$ cat config.mk
export PLATFORM = sky130hd
export DESIGN_NAME = bank_access_ctrl
export DESIGN_NICKNAME = d
export VERILOG_FILES = /design/src/rtl/bank_pkg.sv /design/src/rtl/edge_rise.sv /design/src/rtl/bank_access_ctrl.sv
export SDC_FILE = /design/constraint.sdc
export NUM_CORES = 1
export LEC_CHECK = 0
export CORE_MARGIN = 4
export CORE_UTILIZATION = 48
export CTS_BUF_LIST = sky130_fd_sc_hd__clkbuf_8 sky130_fd_sc_hd__clkbuf_16
export DETAILED_ROUTE_END_ITERATION = 7
export PLACE_DENSITY = 0.79
export SETUP_SLACK_MARGIN = 0.02
export SLEW_MARGIN = 10
export SYNTH_ARGS = -nofsm -noshare
export SYNTH_HDL_FRONTEND = slang
export SYNTH_SLANG_ARGS = --single-unit
$ cat constraint.sdc
create_clock -name clk -period 2.11 [get_ports clk]
set_clock_uncertainty 0.15 [all_clocks]
set_input_delay 0.5275 -clock clk [delete_from_list [all_inputs] [get_ports clk]]
set_output_delay 0.5275 -clock clk [all_outputs]
set_load 0.03 [all_outputs]
$ cat src/rtl/bank_pkg.sv
// Shared definitions for the color register bank access controller:
// default geometry, sequencer state encoding and the color step function.
package bank_pkg;

  localparam int unsigned BANK_ADDR_W = 4;
  localparam int unsigned BANK_DATA_W = 3;

  // Update sequencer states.
  typedef enum logic [1:0] {
    IDLE = 2'd0,
    RD   = 2'd1,
    WR   = 2'd2,
    CLR  = 2'd3
  } seq_state_e;

  // Next color code: increment modulo 2^width, so the top code wraps to 0.
  function automatic logic [31:0] color_inc(input logic [31:0] color,
                                            input int unsigned width);
    logic [31:0] mask;
    mask = (32'd1 << width) - 32'd1;
    return (color + 32'd1) & mask;
  endfunction

endpackage

$ cat src/rtl/edge_rise.sv
// Rising-edge detector: one-cycle pulse on the first cycle a level input
// is seen high. Shared by keypad-driven blocks.
module edge_rise (
  input  logic clk,
  input  logic rst,
  input  logic sig_i,
  output logic rise_o
);

  logic sig_q;

  // Remember the previous level of the input.
  always_ff @(posedge clk or negedge rst) begin
    if (!rst) begin
      sig_q <= 1'b0;
    end else begin
      // NOTE: sequential state always uses non-blocking assignment so every
      // register samples pre-edge values regardless of block ordering.
      sig_q <= sig_i;
    end
  end

  assign rise_o = sig_i & ~sig_q;

endmodule

$ cat src/rtl/bank_access_ctrl.sv
// Time-slot owner of the single-port color register bank. Even slots (ph=0)
// serve the VGA renderer, odd slots (ph=1) serve the update sequencer, which
// performs keypad read-modify-write increments and full-bank clears.
// The bank itself is external; this block holds no storage array.
module bank_access_ctrl
  import bank_pkg::*;
#(
  parameter int unsigned ADDR_W     = BANK_ADDR_W,
  parameter int unsigned DATA_W     = BANK_DATA_W,
  parameter bit          CLR_ON_RST = 1'b1
) (
  input  logic              clk,
  input  logic              rst,
  input  logic              key_opr,
  input  logic [ADDR_W-1:0] key_pos,
  input  logic              clr_req,
  input  logic [ADDR_W-1:0] vga_addr,
  output logic [DATA_W-1:0] vga_data,
  output logic              vga_valid,
  output logic [ADDR_W-1:0] mem_addr,
  output logic              mem_we,
  output logic [DATA_W-1:0] mem_wdata,
  input  logic [DATA_W-1:0] mem_rdata,
  output logic              busy,
  output logic              wr_done
);

  logic              ph_q;
  seq_state_e        state_q, state_d;
  logic [ADDR_W-1:0] cnt_q, cnt_d;
  logic [DATA_W-1:0] rmw_q, rmw_d;
  logic              pend_key_q, pend_key_d;
  logic [ADDR_W-1:0] pend_addr_q, pend_addr_d;
  logic              pend_clr_q, pend_clr_d;
  logic [DATA_W-1:0] vga_data_q;
  logic              vga_valid_q;

  logic              key_rise;
  logic              key_done;
  logic              clr_done;
  logic [ADDR_W-1:0] seq_addr;
  logic              seq_we;
  logic [DATA_W-1:0] seq_wdata;

  edge_rise u_key_edge (
    .clk   (clk),
    .rst   (rst),
    .sig_i (key_opr),
    .rise_o(key_rise)
  );

  // Pending request bookkeeping: one held key, clear requests merge.
  always_comb begin
    pend_key_d  = pend_key_q;
    pend_addr_d = pend_addr_q;
    pend_clr_d  = pend_clr_q;
    if (key_done) begin
      pend_key_d = 1'b0;
    end else if (key_rise && !pend_key_q) begin
      pend_key_d  = 1'b1;
      pend_addr_d = key_pos;
    end
    if (clr_req) begin
      pend_clr_d = 1'b1;
    end else if (clr_done) begin
      pend_clr_d = 1'b0;
    end
  end

  // Sequencer next state and its bank access; decisions only in odd slots.
  always_comb begin
    // NOTE: every combinational output gets a default first so no path
    // through the case/if tree leaves it unassigned and infers a latch.
    state_d   = state_q;
    cnt_d     = cnt_q;
    rmw_d     = rmw_q;
    key_done  = 1'b0;
    clr_done  = 1'b0;
    seq_addr  = '0;
    seq_we    = 1'b0;
    seq_wdata = '0;
    if (!ph_q) begin
      // Read data issued in the RD slot is on mem_rdata during this VGA slot.
      if (state_q == WR) begin
        rmw_d = mem_rdata;
      end
    end else begin
      unique case (state_q)
        IDLE: begin
          if (pend_clr_q) begin
            state_d = CLR;
            cnt_d   = '0;
          end else if (pend_key_q) begin
            state_d = RD;
          end
        end
        RD: begin
          seq_addr = pend_addr_q;
          state_d  = WR;
        end
        WR: begin
          seq_addr  = pend_addr_q;
          seq_we    = 1'b1;
          seq_wdata = DATA_W'(color_inc(32'(rmw_q), DATA_W));
          key_done  = 1'b1;
          state_d   = IDLE;
        end
        CLR: begin
          seq_addr = cnt_q;
          seq_we   = 1'b1;
          cnt_d    = cnt_q + 1'b1;
          if (cnt_q == '1) begin
            clr_done = 1'b1;
            state_d  = IDLE;
          end
        end
        default: state_d = IDLE;
      endcase
    end
  end

  // Slot toggle, sequencer state and pending requests.
  always_ff @(posedge clk or negedge rst) begin
    if (!rst) begin
      ph_q        <= 1'b0;
      state_q     <= IDLE;
      cnt_q       <= '0;
      rmw_q       <= '0;
      pend_key_q  <= 1'b0;
      pend_addr_q <= '0;
      pend_clr_q  <= CLR_ON_RST;
    end else begin
      ph_q        <= ~ph_q;
      state_q     <= state_d;
      cnt_q       <= cnt_d;
      rmw_q       <= rmw_d;
      pend_key_q  <= pend_key_d;
      pend_addr_q <= pend_addr_d;
      pend_clr_q  <= pend_clr_d;
    end
  end

  // Renderer result register: capture read data one slot after the VGA read.
  always_ff @(posedge clk or negedge rst) begin
    if (!rst) begin
      vga_data_q  <= '0;
      vga_valid_q <= 1'b0;
    end else begin
      vga_valid_q <= ph_q;
      if (ph_q) begin
        vga_data_q <= mem_rdata;
      end
    end
  end

  // The VGA address passes straight through in even slots; hold the bus at
  // address 0 while in reset so the bank sees a quiet interface.
  assign mem_addr  = !rst ? '0 : (ph_q ? seq_addr : vga_addr);
  assign mem_we    = seq_we;
  assign mem_wdata = seq_wdata;
  assign wr_done   = key_done;
  assign busy      = (state_q != IDLE) | pend_key_q | pend_clr_q;
  assign vga_data  = vga_data_q;
  assign vga_valid = vga_valid_q;

endmodule

== After elaboration in Yosys (flattened, before gate mapping) ==
Index checks and enable logic that the tools add are counted.

* Add/subtract/negate cells: 2
* Equality and inequality tests: 7
* Multiplexer cells: 22
* Bitwise logic cells: 6
* Reductions and logical operators: 13

{| class="wikitable"
|+ Operators with widths
! kind !! number
|-
| 4-bit case mux with 2 select lines || 2
|-
| 4-bit two-way mux || 3
|-
| 1-bit two-way mux || 11
|-
| 2-bit case mux with 4 select lines || 1
|-
| 2-bit nonzero test || 4
|-
| 2-bit two-way mux || 3
|-
| 3-bit two-way mux || 2
|-
| 3-bit AND reduction || 2
|-
| 4-bit by 1-bit adder with 4-bit output, second input constant || 1
|-
| 2-bit equality test, second input constant || 2
|-
| 4-bit equality test, second input constant || 1
|-
| 2-bit inequality test, second input constant || 2
|-
| 2-bit AND reduction || 2
|-
| 2-bit OR reduction || 2
|-
| 3-bit by 1-bit adder with 3-bit output, second input constant || 1
|-
| 3-bit inequality test, second input constant || 1
|-
| 1-bit NOT || 3
|-
| 2-bit by 1-bit equality test with 1-bit output, second input constant || 1
|-
| 2-bit zero test || 1
|-
| 1-bit bitwise OR || 2
|-
| 1-bit AND || 1
|-
| 1-bit logical AND || 1
|-
| 1-bit zero test || 1
|}

* Register bits: 21
* Bits of input ports: 15
* Output and inout bits: 14

== Logic depth before layout (Yosys ltp) ==
Gate-level depths: netlist of the first run.

* Word-level depth: 6
* Mapped depth: 5
* Gate-level depth less buffers: 5

== Hierarchy ==
A second synthesis of the first run with hierarchy kept.

* Cells, all modules: 98
* Area total of the unflattened synthesis: 1131.1 µm²

{| class="wikitable"
|+ By module, submodules not included
! module !! times used !! cells an instance !! area an instance (µm²) !! sequential area each (µm²)
|-
| bank_access_ctrl || 1 || 96 || 1092.3 || 501.7
|-
| edge_rise || 1 || 2 || 38.8 || 25.0
|}

== Worst setup path after synthesis of the first run ==
OpenSTA, ideal clock, no wires.

* Path type: reg2out
* Start: register state_q[0]
* End: output port mem_addr[3]
* Arrival: 1.292 ns
* Required time: 1.432 ns
* Slack: 0.141 ns
* Stages on the path, launching flop included: 6
* Cells stage by stage: dfrtp_1 > inv_1 > ha_1 > nand2b_1 > o2bb2ai_1 > and2_1

* Longest elaborated chain between the ends: 5

{| class="wikitable"
|+ Ends and longest elaborated chain
! element !! RTL line !! text
|-
| from (decl) || bank_access_ctrl.sv:29 || <nowiki>seq_state_e state_q, state_d;</nowiki>
|-
| from (signal assigned) || bank_access_ctrl.sv:134 || <nowiki>state_q <= state_d;</nowiki>
|-
| 2-bit equality test or 2-bit by 1-bit equality test with 1-bit output (tied branches) || bank_access_ctrl.sv:88 || <nowiki>unique case (state_q)</nowiki>
|-
| 2-bit OR reduction (no line) || -- ||
|-
| 4-bit case mux with 2 select lines * || bank_access_ctrl.sv:88 ||
|-
| 4-bit two-way mux * (2 in a row) || bank_access_ctrl.sv:158 || <nowiki>assign mem_addr = !rst ? '0 : (ph_q ? seq_addr : vga_addr);</nowiki>
|-
| to (decl) || bank_access_ctrl.sv:20 || <nowiki>output logic [ADDR_W-1:0] mem_addr,</nowiki>
|}

Mark *: on every way between the ends. The rest lies on a longest branch, timed or not.

== Worst setup path in the final report of the first run ==
* Start: register state_q[0]
* End: output port mem_addr[2]

Same word-level chain as after synthesis.

==> metrics.cfg, run 1 <==
[outcome]
outcome = finished, violations left
violations = negative setup slack

[yosys]
synth_nets = 122
netlist_area_mm2 = 0.00113
ys_types = 29
synth.avg_cell_area_um2 = 11.4
ys_ff_latch = 21
syn_inst = 99
synth_warnings = 0
yosysSeqAreaShare = 0.466

[finish]
final_common_cell = dfrtp_1
layout.cells.non_filler = 169
layout_common_cells = 20 x dfrtp_1, 18 x clkdlybuf4s50_1, 16 x buf_4
fillers = 162
ff_latch_area_um2 = 527
stdcell_area_mm2 = 0.00164
multi_input_area_um2 = 632
drive_gt1_frac = 0.333
fin_nets = 165
diodes = 0
syn_to_final_growth_pct = 45.1

[worst_setup_path]
cp_data_required_time_ns = 1.43
path_max_fanout = 4
crit_path_start_kind = register
path_buf_inv = 2
end_kind = output port
critical_path_arrival_ns = 1.59
slowest_stage = dfrtp_1
cp_slowest_stage_delay_ns = 0.42
critPathTopFamily = flip-flops
worstPathCellList = inv_2 > ha_4 > a22oi_2 > o2bb2ai_1 > and2_1 > buf_6
crit_type = reg2out

[run]
maxCapViolations = 0

[detailed_routing]
wl_per_cell_um = 16.6
drt_iter0_markers = 12
viasPerCell = 5.33
postRouteAntennaNets = 0
drcViolationCount = 0
drt-total-wl_um = 2810
vias = 901
first_pass_iters = 4

[clock_tree]
cts_made_buffers = 3
clkSinkCount = 21
path_clk_slew_ns = 0.08
clkLatencyLatePin_ns = 0.26
cts_hold_buffers = 0
clockBufferDepth = 2
cts.htree.levels = 1
cts_root_buf = clkbuf_8
tritoncts = done

[timing]
report.final.hold_viol_count = 0
slew_violations = 0
fin_ws_ns = -0.155
rsz0062_at_grt = true
layout_min_cycle_time_ns = 2.27
timing.final.crit_share = 1.07
tightest_slew_ns = 0.312
tns_ns = -0.944
setup_violations = 9
maxSlewHeadroom = 0.791
clock.fmax_ghz = 0.441

[power_and_ir_drop]
ir_drop_uv = 858
p_leak_nw = 0.735
powerDensity_mw_per_mm2 = 1280

[place]
portBuffers = 28
place_area_mm2 = 0.00147
dp.cells = 161
place_congestion = 0.826
detailed_place_hpwl_um = 1990

[grt]
grt_pass1_wl_um = 4760
grt_overflow = 0
antenna_found_initial = 0
track_usage = 0.197
grt_pass1_vias = 976
grt_max_degree = 18

[floorplan]
pin_count = 29
core_mm2 = 0.00223
die_area_mm2 = 0.00320
dieHeight_um = 56.5
initial_core_util = 0.506
die-width_um = 56.5
rows = 17

[min_path]
hold_path_class = reg2reg

==> logic make-up after synthesis <==
logic type	synth area share
AOI/OAI and AO/OA	0.123
xor gates and xnor gates	0.00774
adders and majority gates	0.0885
buffers and inverters	0.0376
DFF	0.466
muxes	0.136
and+or+nand+nor	0.142
==> final cells by class <==
class	count	share of cell area
sequential	21	0.321
clock buffer	3	0.0252
inverter	6	0.0137
tap	28	0.0213
clock inverter	1	0.00305
multi-input combinational	69	0.385
timing repair buffer	41	0.231
==> final timing paths <==
kind                       slack [ns]        start  cells after the start           to
setup / recovery                -0.16   state_q[0]                      6  mem_addr[2]
hold / removal                   0.34  vga_data[2]                      1  vga_data[2]
setup reg to reg                 0.21   state_q[0]                      6   state_q[0]
hold reg to reg                  0.34  vga_data[2]                      1  vga_data[2]
max in group asynchronous        0.88          rst                      2   pend_clr_q
min in group asynchronous        0.60          rst                      2  vga_data[0]
==> what timing repair did <==
item | in CTS | in global routing
pin swaps | 4 | 4
setup buffers | 1 | 3
endpoints found under the setup margin | 7 | 9
resized for setup | 18 | 3
==> Yosys cell counts <==
library cell | instances | area [µm²]
nand2b_4 | 1 | 13.8
nor2b_1 | 2 | 12.5
buf_2 | 1 | 5.00
ha_1 | 8 | 100
mux2i_1 | 3 | 30.0
nand3_2 | 1 | 10.0
nand2_1 | 3 | 11.3
o31ai_1 | 2 | 15.0
nor2_1 | 6 | 22.5
nand4_2 | 1 | 12.5
nand2b_1 | 4 | 25.0
o21ai_1 | 3 | 15.0
a22oi_1 | 4 | 30.0
nand2_2 | 1 | 6.26
and2_1 | 4 | 25.0
o311ai_1 | 1 | 8.76
o2bb2ai_1 | 4 | 35.0
xnor2_1 | 1 | 8.76
and3_1 | 1 | 6.26
o21ai_0 | 3 | 15.0
dfrtp_1 | 20 | 500
inv_1 | 4 | 15.0
a221oi_2 | 1 | 15.0
a21oi_1 | 1 | 5.00
inv_2 | 2 | 7.51
mux2_1 | 11 | 124
nand3_1 | 3 | 15.0
buf_4 | 2 | 15.0
dfstp_2 | 1 | 26.3
==> registers in the layout (all words and copies together), names as in the netlist <==
register and flops:
cnt_q 4, pend_addr_q 4, rmw_q 3, vga_data 3, state_q 2, pend_clr_q 1, pend_key_q 1, ph_q 1
u_key_edge.sig_q 1, vga_valid 1
==> stage by stage <==
stage          setup WS [ns]  utilization  hold slack, ns  power (mW)
2_1_floorplan          0.141            -          0.0819        1.21
3_3_place_gp         -0.0514        0.658           0.318        1.53
3_5_place_dp         -0.0643        0.658           0.331        1.57
4_1_cts               -0.103        0.720           0.346        2.02
5_1_grt               -0.199        0.735           0.385        2.22
6_report              -0.155        0.735           0.341        2.10
==> power breakdown <==
| part | switching (mW) | leakage [nW] | total (mW) | internal [mW] |
|---|---|---|---|---|
| Clock | 0.134 | 0.0255 | 0.266 | 0.132 |
| Sequential | 0.0822 | 0.256 | 0.588 | 0.506 |
| Combinational | 0.648 | 0.453 | 1.25 | 0.601 |
==> per-layer routing <==
layer | vias up | GRT usage | routed length, µm
met3 | 9 | 0.0506 | 117
met2 | 21 | 0.317 | 1360
met4 | 0 | 0.0983 | 83
met1 | 438 | 0.242 | 1240
li1 | 433 | - | -
met5 | - | 0 | 0
No activity file was read; power rests on OpenSTA's default activity.
==> inputs of run 2 (changes only) <==
--- a/config.mk
+++ b/config.mk
@@ -10,7 +10,6 @@
 export CTS_BUF_LIST = sky130_fd_sc_hd__clkbuf_8 sky130_fd_sc_hd__clkbuf_16
 export DETAILED_ROUTE_END_ITERATION = 7
 export PLACE_DENSITY = 0.79
-export SETUP_SLACK_MARGIN = 0.02
 export SLEW_MARGIN = 10
 export SYNTH_ARGS = -nofsm -noshare
 export SYNTH_HDL_FRONTEND = slang
==> run 2 against run 1 <==
Effect of this change: sequential power about the same; final area unchanged; register-to-register slack about the same; die area unchanged; first-iteration DRC count down 83%; critical path depth unchanged; sequential share of layout area unchanged; sequential cell count unchanged; the flow still finishes with violations (negative setup slack).
==> metrics.cfg, run 2 (synthesized netlist as in run 1, its figures left out) <==
[power_and_ir_drop]
ir_drop_uv = 869
p_leak_nw = 0.735
p_total_mw = 2.10
powerDensity_mw_per_mm2 = 1280

[clock_tree]
cts_made_buffers = 3
cts.htree.levels = 1
clkSinkCount = 21
clkLatencyLatePin_ns = 0.26
path_clk_slew_ns = 0.08
tritoncts = done
clockBufferDepth = 2
cts_root_buf = clkbuf_8
cts_hold_buffers = 0

[finish]
fillers = 164
layout.cells.non_filler = 169
multi_input_area_um2 = 632
drive_gt1_frac = 0.333
final_common_cell = dfrtp_1
reg_top3 = cnt_q x4, pend_addr_q x4
fin_nets = 165
postLayoutCoreUtil = 0.735
diodes = 0
syn_to_final_growth_pct = 45.1
layout_common_cells = 20 x dfrtp_1, 18 x clkdlybuf4s50_1, 16 x buf_4
ff_latch_area_um2 = 527

[grt]
grt_max_degree = 18
grt_pass1_wl_um = 4760
grt_pass1_vias = 980
antenna_found_initial = 0
track_usage = 0.197
grt_overflow = 0

[min_path]
hold_path_class = reg2reg
hp-start = vga_data[2]

[detailed_routing]
vias = 901
drt_iter0_markers = 2
wl_per_cell_um = 16.5
drt-total-wl_um = 2780
viasPerCell = 5.33
postRouteAntennaNets = 0
first_pass_iters = 4
drcViolationCount = 0

[worst_setup_path]
crit_type = reg2out
cp_slowest_stage_delay_ns = 0.42
crit_path_start_kind = register
rr_startpoint = state_q[0]
slowest_stage = dfrtp_1
critical_path_arrival_ns = 1.58
cp-startpoint = state_q[0]
cp_data_required_time_ns = 1.43
worstPathCellList = inv_2 > ha_4 > a22oi_2 > o2bb2ai_1 > and2_1 > buf_6
path_max_fanout = 4
critPathTopFamily = flip-flops
path_buf_inv = 2
end_kind = output port

[floorplan]
core_mm2 = 0.00223
dieHeight_um = 56.5
rows = 17
die-width_um = 56.5
initial_core_util = 0.506
die_area_mm2 = 0.00320
pin_count = 29

[timing]
timing.final.crit_share = 1.07
clock.fmax_ghz = 0.442
report.final.hold_viol_count = 0
tightest_slew_ns = 0.314
slew_violations = 0
rsz0062_at_grt = true
setup_violations = 8
fin_ws_ns = -0.150
layout_min_cycle_time_ns = 2.26
maxSlewHeadroom = 0.790

[run]
maxCapViolations = 0

[place]
place_congestion = 0.826
portBuffers = 28
dp.cells = 161
dp_worst_setup_slack_ns = -0.0643
detailed_place_hpwl_um = 1990

[outcome]
outcome = finished, violations left
violations = negative setup slack

run 2: cell counts in the layout (fill, tap and decap cells not counted):
Identical to the previous run, type by type.
run 2: timing repair:
item,4_1_cts,5_1_grt
pin swaps,4,4
endpoints found under the setup margin,7,9
setup buffers,1,3
gates resized for setup,18,3
run 2: layer usage:
metal | GRT usage | vias up | share of wire
met3 | 0.0506 | 9 | 0.047
met4 | 0.0983 | 0 | 0.030
met1 | 0.241 | 431 | 0.43
met2 | 0.320 | 28 | 0.49
li1 | - | 433 | -
met5 | 0 | - | 0
run 2: worst paths after layout:
| check | end | slack (ns) | depth (start not counted) |
|---|---|---|---|
| min reg2reg | vga_data[2] | 0.34 | 1 |
| max in group asynchronous | pend_clr_q | 0.88 | 2 |
| max | mem_addr[2] | -0.15 | 6 |
| min | vga_data[2] | 0.34 | 1 |
| min in group asynchronous | vga_data[0] | 0.60 | 2 |
| max reg2reg | state_q[0] | 0.22 | 6 |
run 2: area by class of cell:
type,instances,area share
multi-input combinational,69,0.385
sequential,21,0.321
timing repair buffer,41,0.231
clock buffer,3,0.0252
tap,28,0.0213
inverter,6,0.0137
clock inverter,1,0.00305
run 2: per-stage QoR:
stage               instance area (µm²)  setup TNS [ns]  hold WS [ns]
global route                       1640           -1.36         0.385
CTS                                1610          -0.417         0.346
detailed placement                 1470          -0.250         0.331
global placement                   1470          -0.195         0.318
floorplan                          1130               0        0.0819
finish                             1640          -0.836         0.341
run 2: power breakdown:
group | switching [mW] | internal [mW] | leakage, nW | total, mW
clock | 0.137 | 0.132 | 0.0255 | 0.269
combinational | 0.644 | 0.601 | 0.453 | 1.24
sequential | 0.0813 | 0.506 | 0.256 | 0.587
total | 0.862 | 1.24 | 0.735 | 2.10
run 2: worst register-to-register path, cell delays in order (launching register included):
cell,delay [ns]
dfrtp_1,0.42
buf_6,0.15
ha_4,0.16
buf_6,0.12
buf_4,0.13
a221oi_2,0.29
mux2_1,0.36
==> inputs of run 3 (changes only) <==
--- a/config.mk
+++ b/config.mk
@@ -10,6 +10,7 @@
 export CTS_BUF_LIST = sky130_fd_sc_hd__clkbuf_8 sky130_fd_sc_hd__clkbuf_16
 export DETAILED_ROUTE_END_ITERATION = 7
 export PLACE_DENSITY = 0.79
+export SKIP_CTS_REPAIR_TIMING = 1
 export SLEW_MARGIN = 10
 export SYNTH_ARGS = -nofsm -noshare
 export SYNTH_HDL_FRONTEND = slang
==> run 3 against run 2 <==
Effect of this change: the flow still finishes with violations (negative setup slack); worst hold slack about the same; non-clock buffer count decreased by 3; sequential power about the same; critical endpoint unchanged; cell count decreased by 1.8%; routed wire length decreased by 7.2%; largest power group unchanged; fmax increased by 1.4%; sequential cell count unchanged; global-route usage decreased by 1.5 points; via count decreased by 2.2%; register-to-register slack improved by 0.11 ns.
==> metrics.cfg, run 3 (synthesized netlist as in run 1, its figures left out) <==
[worst_setup_path]
critical_path_arrival_ns = 1.55
critPathTopFamily = flip-flops
cp_slowest_stage_delay_ns = 0.40
path_max_fanout = 4
slowest_stage = dfrtp_1
cp_data_required_time_ns = 1.43
end_kind = output port
crit_path_start_kind = register
path_buf_inv = 2
worstPathCellList = inv_2 > ha_4 > a22oi_2 > o2bb2ai_1 > and2_1 > buf_6
crit_type = reg2out

[detailed_routing]
drt_iter0_markers = 13
first_pass_iters = 4
drt-total-wl_um = 2580
postRouteAntennaNets = 0
wl_per_cell_um = 15.6
drcViolationCount = 0
vias = 881
viasPerCell = 5.31

[finish]
postLayoutCoreUtil = 0.727
final_common_cell = dfrtp_1
multi_input_area_um2 = 636
layout_common_cells = 20 x dfrtp_1, 18 x clkdlybuf4s50_1, 13 x buf_4
drive_gt1_frac = 0.319
diodes = 0
syn_to_final_growth_pct = 43.5
reg_top3 = cnt_q x4, pend_addr_q x4
fin_nets = 162
ff_latch_area_um2 = 527
fillers = 165

[timing]
report.final.hold_viol_count = 0
timing.final.crit_share = 1.06
setup_violations = 6
tns_ns = -0.473
worst_hold_slack_ns = 0.341
fin_ws_ns = -0.119
slew_violations = 0
layout_min_cycle_time_ns = 2.23
rsz0062_at_grt = true
maxSlewHeadroom = 0.791
tightest_slew_ns = 0.312
clock.fmax_ghz = 0.449

[clock_tree]
path_clk_slew_ns = 0.08
clkSinkCount = 21
cts_made_buffers = 3
cts_root_buf = clkbuf_8
clockBufferDepth = 2
clkLatencyLatePin_ns = 0.26
tritoncts = done
cts.htree.levels = 1

[grt]
grt_pass1_vias = 941
track_usage = 0.182
antenna_found_initial = 0
grt_overflow = 0
grt_max_degree = 18
grt_pass1_wl_um = 4460

[floorplan]
die_area_mm2 = 0.00320
die-width_um = 56.5
initial_core_util = 0.506
rows = 17
dieHeight_um = 56.5
pin_count = 29
core_mm2 = 0.00223

[outcome]
outcome = finished, violations left
violations = negative setup slack

[min_path]
hold_path_class = reg2reg

[run]
maxCapViolations = 0

[place]
detailed_place_hpwl_um = 1990
portBuffers = 28
place_congestion = 0.826

[power_and_ir_drop]
ir_drop_uv = 802
p_leak_nw = 0.721
powerDensity_mw_per_mm2 = 1260
p_total_mw = 2.05

-- run 3: cell types whose count changed in the layout (fill, tap and decap cells not counted) --
cell	previous run	this run
buf_4	16	13
nor2_2	1	0
o2bb2ai_2	0	1
nor2_1	5	6
o2bb2ai_1	4	3
-- run 3: where the power goes --
part           internal [mW]  leakage (nW)  switching, mW
logic                  0.571         0.439          0.621
clock network          0.132        0.0255          0.137
registers              0.506         0.256         0.0800
-- run 3: per-stage QoR --
stage / cells / worst slack, ns / cell area, µm²
after floorplan: 99 / 0.141 / 1130
after global placement: 161 / -0.0514 / 1470
after detailed placement: 161 / -0.0643 / 1470
after CTS: 165 / -0.223 / 1520
after global routing: 166 / -0.192 / 1620
final: 166 / -0.119 / 1620
-- run 3: area by class of cell --
class,count,share of cell area
Tap cell,28,0.0216
Timing Repair Buffer,38,0.220
Multi-Input combinational cell,69,0.392
Inverter,6,0.0139
Clock buffer,3,0.0254
Sequential cell,21,0.325
Clock inverter,1,0.00308
-- run 3: routing by layer --
metal | track usage | vias to the layer above | wire (µm)
met5 | 0 | - | 0
met3 | 0.0506 | 7 | 129
met4 | 0.0915 | 0 | 61
met2 | 0.277 | 21 | 1240
met1 | 0.234 | 425 | 1160
li1 | - | 428 | -
-- run 3: final timing paths --
| path | start | to | slack [ns] | depth (start not counted) |
|---|---|---|---|---|
| worst max-delay path | state_q[1] | mem_addr[2] | -0.12 | 6 |
| worst min-delay path | vga_data[2] | vga_data[2] | 0.34 | 1 |
| max in group asynchronous | rst | pend_clr_q | 0.89 | 2 |
| worst max register to register | state_q[0] | state_q[0] | 0.33 | 5 |
| worst min register to register | vga_data[2] | vga_data[2] | 0.34 | 1 |
| min in group asynchronous | rst | vga_data[0] | 0.59 | 2 |
-- run 3: worst reg2reg max path, stage by stage, from the launching register on --
cell      delay [ns]
dfrtp_1         0.41
buf_6           0.15
ha_4            0.16
buf_6           0.13
a221oi_2        0.30
mux2_1          0.36
==> patch 1: new RTL, flow settings as in run 1 <==
The package constant `BANK_ADDR_W` goes from 4 to 3.
--- a/src/rtl/bank_pkg.sv
+++ b/src/rtl/bank_pkg.sv
@@ -3,5 +3,5 @@
 package bank_pkg;
 
-  localparam int unsigned BANK_ADDR_W = 4;
+  localparam int unsigned BANK_ADDR_W = 3;
   localparam int unsigned BANK_DATA_W = 3;
 
Ports: changed (resized key_pos, mem_addr and vga_addr); port bits go from 29 to 26. The function was not compared with the original's and may differ.
==> patch 1 against run 1 <==
  * The flow still finishes with violations (setup timing)
  * Count of clock-buffer cells in the layout did not move
  * Wire length increased by 11%
  * Final area is 2.1% higher
  * Synthesized area fell by 8.7%
  * First-iteration DRC count grew 75%
  * Worst setup slack worse by 1.5 ps
  * Die area down 7.5%
  * Highest routed layer unchanged
  * Sequential cell count decreased by 2
  * Total power up 17%
==> patch 1: results (changes against run 1) <==
GR Util All Layers=0.222 (+0.0253); Max IR drop VDD=1.29 mV (+51%); Synth area leaders=dfrtp_1, ha_1, mux2_2, inv_1, mux2i_1; Crit Reg-Reg Endpoint=pend_addr_q[2]; pre-CTS setup slack=-132 ps (-67.9 ps); vias in the first global route=907 (-7.1%); # fillers=96 (-41%); power per cell area=1470 mW/mm2 (+14%); yosys warns=0 (unchanged); worst-path maximum fanout=3 (-1); setup_tns=-519 ps (+425 ps); Final HPWL DP=1850 um (-7.4%); Slew headroom=0.753 (-0.0387); r2r startpoint=state_q[1]; complex-gate fraction of the synthesized area=0.105 (-0.0173); failing checks=setup timing; Post-Synth XOR/XNOR Area=0.00848 (+0.000741); Final WS setup=-157 ps (-1.54 ps); post-cts hold buffer count=0 (unchanged); RePlAce Congestion=0.776 (-6.1%); Hold WS=357 ps (+15.4 ps); most frequent cells after synthesis=dfrtp_1, ha_1, inv_1, mux2_2, nor2_1; multiplexer area fraction after synthesis=0.142 (+0.00576); Mapped Nets=112 (-8.2%); largest net degree at the start of global routing=15 (-3); layout cells sized above 1=0.507 (+0.174); DRT iter0 DRCs=21 (+9); Seq/Total Area, Yosys=0.462 (-0.00389); CTS max path bufs=2 (unchanged); Vias/cell=5.65 (+6.0%); outcome=complete, but fails checks; first-pass GRT wire length=4420 um (-7.2%); Post-Synth Adder-Cell Area=0.109 (+0.0206); Clock transition at path regs=approximately 70 ps; DR WL/cell=19.1 um (+15%); Placed Area=0.00137 mm2 (-6.5%); Leakage Power=0.750 nW (+2.1%); Final #Nets=159 (-3.6%); Gate Count Post-Synth=90 (-9.1%); Final setup viols=5 (-4); Placed Cells=152 (-5.6%); IO Port Bufs=25 (-11%); worst reg2reg path depth=7 (+1); fin cells=163 (-3.6%); Max stage delay on crit path=410 ps; Critical Path Sink=mem_addr[1]; hold path start=vga_data[2]; Crit-path slowest cell=dfrtp_1
-- patch 1: cell types whose count changed after synthesis, moves of 2 or more --
cell,change
mux2_2,+9
mux2_1,-11
a221o_1,+2
dfrtp_1,-2
o21ai_1,-2
and4_1,+2
inv_2,-2
nand2_1,-2
inv_1,+5
-- patch 1: layout make-up --
class                      instances  area share
timing repair buffer              44       0.255
inverter                           9      0.0202
multi-input combinational         60       0.393
sequential                        19       0.285
clock buffer                       3      0.0246
clock inverter                     1     0.00299
tap                               27      0.0202
-- patch 1: timing repair --
| action | in CTS | in global routing |
|---|---|---|
| gates resized for setup | 31 | 22 |
| setup endpoints to repair | 8 | 9 |
| setup buffers | 4 | 3 |
| pin swaps | 6 | 8 |
-- patch 1: where the power goes --
group | internal (W) | switching [W]
logic | 0.000819 | 0.000772
registers | 0.000482 | 0.000116
clock network | 0.000132 | 0.000133
-- patch 1: per-layer routing --
metal,share of wire,global-route usage
met1,0.40,0.265
met2,0.50,0.355
met3,0.069,0.0708
met4,0.036,0.116
met5,0,0
==> patch 2: new RTL, settings of run 1 <==
Without the edit above. Take the reset off `pend_addr_q` and load it in a clocked block of its own.
--- a/src/rtl/bank_access_ctrl.sv
+++ b/src/rtl/bank_access_ctrl.sv
@@ -128,5 +128,4 @@
       rmw_q       <= '0;
       pend_key_q  <= 1'b0;
-      pend_addr_q <= '0;
       pend_clr_q  <= CLR_ON_RST;
     end else begin
@@ -136,7 +135,10 @@
       rmw_q       <= rmw_d;
       pend_key_q  <= pend_key_d;
-      pend_addr_q <= pend_addr_d;
       pend_clr_q  <= pend_clr_d;
     end
+  end
+
+  always_ff @(posedge clk) begin
+    pend_addr_q <= pend_addr_d;
   end
 
Function: same outputs for any inputs over 10 cycles, from zero or initial values and one cycle with rst low; that may be too few to reach the edited logic, so the function may still have changed.
==> patch 2 against run 1 <==
  * The run still ends with setup timing left
  * Combinational power rose by 6%
  * Non-clock buffer count rose by 2
  * Fmax barely moved
  * Final area rose by 3.7%
  * Synthesized area fell by 3.1%
  * Sequential cell count did not move
  * Wire length fell by 4.6%
  * Sequential power fell by 4.1%
  * Total power rose by 2.4%
  * Sequential share of layout area rose by 0.12 points
  * Worst setup slack got worse by 1.9 ps
  * Largest cell class unchanged
  * Highest routed layer unchanged
==> patch 2: results (changes against run 1) <==
Leakage Power=0.722 nW (-1.8%); Final setup viols=4 (-5); Final HPWL DP=1720 um (-14%); Syn Area/Cell=11.7 um2 (+2.1%); DR WL/cell=16.1 um (-2.9%); Final WS setup=-157 ps (-1.93 ps); via count=869 (-3.6%); fraction of area in registers=0.322 (+0.00117); met3 WL=52 um (-56%); DR WL met2=1400 um (+2.6%); r2r startpoint=state_q[1]; invs w/o clock=5 (-1); outcome=complete, but fails checks; ClkCell Share=0.0265 (-0.00173); Async SR Flop Fraction=0.810 (-0.190); area grow syn2layout=55.3%; Placed Cells=155 (-3.7%); layout cells sized above 1=0.428 (+0.0942); Synth area leaders=dfrtp_1, edfxtp_1, ha_1, mux2_1, o2bb2ai_1; # fillers=113 (-30%); RePlAce Congestion=0.780 (-5.6%); vias in the first global route=902 (-7.6%); met1 wire length=1210 um (-2.7%); EDFF count, synth=4 (+4); pre-CTS setup slack=38.7 ps (+103 ps); Slew headroom=0.758 (-0.0335); DRT iter0 DRCs=16 (+4); setup_tns=-508 ps (+436 ps); GR Util All Layers=0.170 (-0.0271); first-pass GRT wire length=4240 um (-11%); Seq/Total Area, Yosys=0.499 (+0.0332); failing checks=setup timing; multi-input gate area in the final layout=638 um2 (+0.99%); NonClk Buf Share=0.245 (+0.0139); Repair and plain buffers=43 (+4.9%); M3 GR Usage=0.0139 (-0.0367); count of cell types in the netlist=30 (+3.4%); register-to-register setup slack=190 ps (-20 ps); Mapped Nets=117 (-4.1%); Vias/cell=5.23 (-1.8%); Placed Area=0.00143 mm2 (-2.9%); #MultiIn Comb=65 (-5.8%); Core ar.=0.00219 mm2 (-1.9%)
==> patch 2: changes by cell type after synthesis, sizes merged <==
cell / change
mux2: -4
dfrtp: -4
edfxtp: +4
nor4b: +1
nand4: -1
inv: -1
==> patch 2: critical path, cell delays in order, from the launching register on <==
cell and delay [ps]:
dfrtp_1 390, inv_2 90, ha_2 200, nand2b_4 170, o2bb2ai_1 170, and2_1 180, buf_6 140
==> patch 2: stage by stage <==
step	power (W)	hold WS, ps
5_1_grt	0.00227	383
3_3_place_gp	0.00141	332
2_1_floorplan	0.00114	81.9
4_1_cts	0.00190	351
3_5_place_dp	0.00143	334
6_report	0.00215	354
==> patch 2: where the power goes <==
part	switching, W	internal [W]	total [W]
logic	0.000665	0.000668	0.00133
clock network	0.000127	0.000129	0.000256
registers	0.0000693	0.000494	0.000564
total	0.000861	0.00129	0.00215
==> patch 2: logic make-up (layout without fill, tap and decap cells) <==
kind of cell | after synthesis | in the layout | synth area share
AOI/OAI and AO/OA | 19 | 19 | 0.127
xor gates and xnor gates | 1 | 1 | 0.00799
adders and majority gates | 8 | 8 | 0.0913
buffers and inverters | 8 | 52 | 0.0354
DFF | 21 | 21 | 0.499
muxes | 10 | 10 | 0.0993
and+or+nand+nor | 27 | 27 | 0.140
==> patch 2: worst min path at each step <==
stage,from,endpoint,slack (ps),depth (start not counted)
after CTS,rmw_q[1],rmw_q[1],350,1
final,rmw_q[1],rmw_q[1],350,1
after global routing,rmw_q[1],rmw_q[1],380,1
after global placement,rmw_q[1],rmw_q[1],330,1
after detailed placement,rmw_q[1],rmw_q[1],330,1
after floorplan,rst,cnt_q[0],80,0
==> patch 2: timing repair <==
item,4_1_cts,5_1_grt
hold endpoints to repair,0,0
resized for setup,21,20
buffers inserted,3,5
pin swaps,4,5
endpoints found under the setup margin,5,9
